$ cat src/rtl/mem_image_dumper.sv
// ============================================================================
// Module      : mem_image_dumper
// Description : Walks a synchronous-read memory port through addresses
//               0..DEPTH-1 and streams each word out on a valid/ready bus.
//               Optional macro MEM_DUMP_CHECKSUM_EN appends a sum beat.
// Revision    : 1.0 - initial release
// ============================================================================
`default_nettype none

module mem_image_dumper #(
    parameter int DATA_W = 32,
    parameter int ADDR_W = 5,
    parameter int DEPTH  = 32
) (
    input  logic              clk,
    input  logic              reset,
    input  logic              start,
    input  logic              auto_en,
    input  logic [31:0]       pc_in,
    input  logic [31:0]       prog_size,
    output logic              mem_rd_en,
    output logic [ADDR_W-1:0] mem_addr,
    input  logic [DATA_W-1:0] mem_rdata,
    output logic              out_valid,
    input  logic              out_ready,
    output logic [DATA_W-1:0] out_data,
    output logic [ADDR_W-1:0] out_addr,
    output logic              out_last,
    output logic              busy,
    output logic              done
);

    localparam logic [2:0] S_IDLE = 3'd0;
    localparam logic [2:0] S_READ = 3'd1;
    localparam logic [2:0] S_WAIT = 3'd2;
    localparam logic [2:0] S_SEND = 3'd3;
    localparam logic [2:0] S_DONE = 3'd4;
`ifdef MEM_DUMP_CHECKSUM_EN
    localparam logic [2:0] S_CSUM = 3'd5;
`endif

    localparam logic [ADDR_W-1:0] c_LAST = ADDR_W'(DEPTH - 1);

    logic [2:0]        r_state;
    logic [2:0]        w_next;
    logic [ADDR_W-1:0] r_cnt;
    logic [DATA_W-1:0] r_out_data;
    logic [ADDR_W-1:0] r_out_addr;
    logic              r_armed;
    logic              w_auto_trig;
    logic              w_trig;
    logic              w_last_word;
`ifdef MEM_DUMP_CHECKSUM_EN
    logic [DATA_W-1:0] r_sum;
`endif

    assign w_auto_trig = auto_en && r_armed && (pc_in > prog_size);
    assign w_trig      = start || w_auto_trig;
    assign w_last_word = (r_cnt == c_LAST);
    assign mem_addr    = r_cnt;

    always_ff @(posedge clk) begin
        if (reset) begin
            r_state <= S_IDLE;
        end else begin
            r_state <= w_next;
        end
    end

    always_comb begin
        w_next = r_state;
        case (r_state)
            S_IDLE: if (w_trig) w_next = S_READ;
            S_READ: w_next = S_WAIT;
            S_WAIT: w_next = S_SEND;
            S_SEND: begin
                if (out_ready) begin
`ifdef MEM_DUMP_CHECKSUM_EN
                    w_next = w_last_word ? S_CSUM : S_READ;
`else
                    w_next = w_last_word ? S_DONE : S_READ;
`endif
                end
            end
`ifdef MEM_DUMP_CHECKSUM_EN
            S_CSUM: if (out_ready) w_next = S_DONE;
`endif
            S_DONE: w_next = S_IDLE;
            default: w_next = S_IDLE;
        endcase
    end

    always_comb begin
        mem_rd_en = (r_state == S_READ);
        busy      = (r_state != S_IDLE);
        done      = (r_state == S_DONE);
        out_data  = r_out_data;
        out_addr  = r_out_addr;
`ifdef MEM_DUMP_CHECKSUM_EN
        out_valid = (r_state == S_SEND) || (r_state == S_CSUM);
        out_last  = (r_state == S_CSUM);
        if (r_state == S_CSUM) begin
            out_data = r_sum;
            out_addr = '0;
        end
`else
        out_valid = (r_state == S_SEND);
        out_last  = (r_state == S_SEND) && w_last_word;
`endif
    end

    // Datapath: the auto trigger is one-shot until the next reset.
    always_ff @(posedge clk) begin
        if (reset) begin
            r_cnt      <= '0;
            r_out_data <= '0;
            r_out_addr <= '0;
            r_armed    <= 1'b1;
`ifdef MEM_DUMP_CHECKSUM_EN
            r_sum      <= '0;
`endif
        end else begin
            case (r_state)
                S_IDLE: begin
                    if (w_auto_trig) r_armed <= 1'b0;
`ifdef MEM_DUMP_CHECKSUM_EN
                    if (w_trig) r_sum <= '0;
`endif
                end
                S_WAIT: begin
                    r_out_data <= mem_rdata;
                    r_out_addr <= r_cnt;
                end
                S_SEND: begin
                    if (out_ready) begin
`ifdef MEM_DUMP_CHECKSUM_EN
                        r_sum <= r_sum + r_out_data;
`endif
                        if (!w_last_word) r_cnt <= r_cnt + ADDR_W'(1);
                    end
                end
                S_DONE: r_cnt <= '0;
                default: ;
            endcase
        end
    end

endmodule

`default_nettype wire

$ cat config.mk
export PLATFORM = sky130hd
export DESIGN_NAME = mem_image_dumper
export DESIGN_NICKNAME = d
export VERILOG_FILES = /design/src/rtl/mem_image_dumper.sv
export SDC_FILE = /design/constraint.sdc
export NUM_CORES = 1
export LEC_CHECK = 0
export CORE_AREA = 4 4 84 86
export CTS_CLUSTER_SIZE = 40
export DETAILED_ROUTE_END_ITERATION = 8
export DIE_AREA = 0 0 88 90
export GPL_TIMING_DRIVEN = 1
export PLACE_DENSITY = 0.94
export SLEW_MARGIN = 20
export SYNTH_ARGS = -nofsm -noshare
export SYNTH_HDL_FRONTEND = slang
export SYNTH_SLANG_ARGS = --single-unit
$ cat constraint.sdc
create_clock -name clk -period 3.79 [get_ports clk]
set_input_delay 0.9475 -clock clk [delete_from_list [all_inputs] [get_ports clk]]
set_output_delay 0.9475 -clock clk [all_outputs]
set_load 0.02 [all_outputs]
==> run_results.csv <==
group,metric,value,unit
clock_network,cts_buffers,5,
place,numPlacedInstances,544,
logic_synthesis,yosysMostFrequentCell,"nand2_1",
timing,finalCritPeriodShare,78.18,%
logic_synthesis,syn-cell-area,0.002605,sq mm
drt,firstDrtPassIters,4,
clock_network,cts_tree,"yes",
logic_synthesis,yosysWarningCount,0,
timing,fmax,337.5,MHz
final_layout,final_core_util,67.17,%
run,maxCapViolCount,0,
place,hpwl,6082,microns
drt,topRoutingLayerUsed,"met4",
drt,antenna_left,0,
outcome,status,"completed",
critical_path,cp-start-kind,"flop",
clock_network,clk-insertion-delay-late,280,ps
power,leakage,1.731,nW
critical_path,crit_required,2840,ps
place,place_congestion,0.8504,
clock_network,clk_path_buf_depth,2,
drt,wire_per_inst,13.32,microns
power,p_total,1.335,mW
drt,drtIter0Drc,68,
logic_synthesis,synth_seq_cells,46,
clock_network,clock-sinks,46,
clock_network,clk_pin_slew,80,ps
logic_synthesis,synth_nets,468,
critical_path,endpoint_kind,"output pin",
global_route,grt_max_degree,41,
global_route,overflow,0,
clock_network,cts_hold_buf,0,
timing,post-route-min-period,2963,ps
timing,tns,0,ps
timing,slew_violations,0,
floorplan,start_util,41.50,%
drt,drcViolationCount,0,
floorplan,io-pin-count,148,
place,io_buffers,147,
floorplan,dieWidth,88,microns
floorplan,die_area,0.007920,sq mm
logic_synthesis,yosys.cell_types.count,38,
floorplan,fp-row-count,29,
final_layout,nNetsFinal,609,
final_layout,final_layout_size_suffix_gt1_share,3.789,%
timing,hold_ws,456.4,ps
logic_synthesis,seq_area_frac_synth,35.35,%
timing,worstMarginPinSlew,688.2,ps
drt,routed_wirelength,7354,microns
logic_synthesis,postSynthAreaPerCell,7.823,sq um
timing,relSlewSlack,53.96,%
timing,setup_viol,0,
critical_path,crit_type,"flop to output pin",
global_route,antenna_found_initial,0,
drt,viasPerCell,4.989,
clock_network,postCtsSetupRepairBufs,0,
final_layout,diodes,0,
final_layout,area_growth,61.86,%
clock_network,h-tree-depth,2,
logic_synthesis,synthCells,333,
global_route,grt_pass1_vias,2775,
clock_network,cts_resized,0,
logic_synthesis,synth-edff-count,0,
drt,wl_met3,651,microns
logic_synthesis,synth_area_leaders,"dfxtp_1 35%, ha_1 16%, nand2_1 12%, a21oi_1 11%, inv_1 4.8%",
logic_synthesis,synth-main-ff-cell,"dfxtp_1",
clock_network,cts_root_buf,"clkbuf_8",
global_route,grt_pass1_wl,12110,microns
drt,num_vias,2754,
critical_path,critical_path_arrival,2020,ps
drt,wirelength_met1,2692,microns
timing,rsz0062_at_grt,"no",
logic_synthesis,async_reset_ff_share,0,%
logic_synthesis,synth_top_cell_by_area,"dfxtp_1",
critical_path,crit_fanout,5,
drt,wl_met2,3853,microns
global_route,gr-usage-all-layers,18.62,%
logic_synthesis,synth_top_cell_area_share,35.35,%
min_path,hold_class,"flop to flop",
final_layout,layoutNonFillerInstCount,552,
floorplan,dieHeight,90,microns
logic_synthesis,synth_commonest_cells,"84 x nand2_1, 55 x a21oi_1, 46 x dfxtp_1",
power,p_per_area,316.6,mW/mm^2
timing,final.setup_skew,5.432,ps
power,irDropWorstVdd,0.2211,mV
floorplan,core_area,0.006277,sq mm
timing,hold_violations,0,
-- layout make-up --
cell class / instances / area, sq um
clock buffers: 7 / 76.32
clock inverters: 1 / 30.03
fillers: 513 / 2061
inverters: 33 / 123.9
multi-input cells: 239 / 1483
flip-flops and latches: 46 / 920.9
well taps: 77 / 96.34
repair buffers: 149 / 1486
-- worst paths after layout --
path,startpoint,endpoint,slack (ps),depth (start not counted)
setup / recovery,mem_addr[0],out_last,830,5
hold / removal,out_addr[2],out_addr[2],460,2
setup reg to reg,mem_addr[0],r_state[0],1800,8
hold reg to reg,out_addr[2],out_addr[2],460,2
-- metrics by stage --
stage	setup slack (ps)	cell area (sq um)
after floorplan	1556	2605
after global placement	992.5	4108
after detailed placement	849.7	4110
after CTS	820.1	4217
after global routing	738.9	4217
final	827.1	4217
-- routing by layer --
metal | global-route usage (%) | up-vias
met4 | 5.499 | 0
met2 | 34.99 | 102
met5 | 0 | -
met3 | 5.759 | 16
met1 | 19.15 | 1232
li1 | - | 1404
-- flip-flops by register name, indices dropped and copies added, names as in the netlist --
register	count
r_state	3
mem_addr	5
r_armed	1
out_data	32
out_addr	5
-- layout by cell type, fill, tap and decap left out, types with 2 or more instances in the layout --
cell / count
nor2_1: 16
o211ai_1: 4
nand2_1: 83
dfxtp_1: 46
nand3_1: 2
nor4_1: 2
xor2_1: 2
nand4_1: 8
ha_1: 34
o21ai_0: 5
clkdlybuf4s50_1: 147
nand4b_1: 2
buf_4: 2
a21o_1: 2
clkbuf_1: 2
and2_1: 2
and3_1: 2
inv_1: 33
clkbuf_8: 5
a21oi_1: 55
nor3b_1: 2
-- worst max-delay path: stages, from the launching register on --
cell and delay, ps:
dfxtp_1 430, ha_1 190, and3_1 170, ha_1 190
and2_1 140, clkdlybuf4s50_1 620
-- where the power goes --
part	total (mW)	internal (mW)	leakage (nW)	switching, mW
Clock	0.346	0.197	0.0524	0.149
Sequential	0.552	0.521	0.374	0.0307
Combinational	0.437	0.230	1.30	0.206
-- logic make-up (layout without fill, tap and decap cells) --
group | after synthesis | count (layout) | share of synthesized area [%]
fa+ha+maj | 34 | 34 | 16.33
simple gates | 129 | 129 | 23.34
buf+inv | 48 | 190 | 7.829
flops | 46 | 46 | 35.35
compound gates | 73 | 73 | 16.14
xor+xnor | 3 | 3 | 1.009
(Power assumes the default switching activity.)
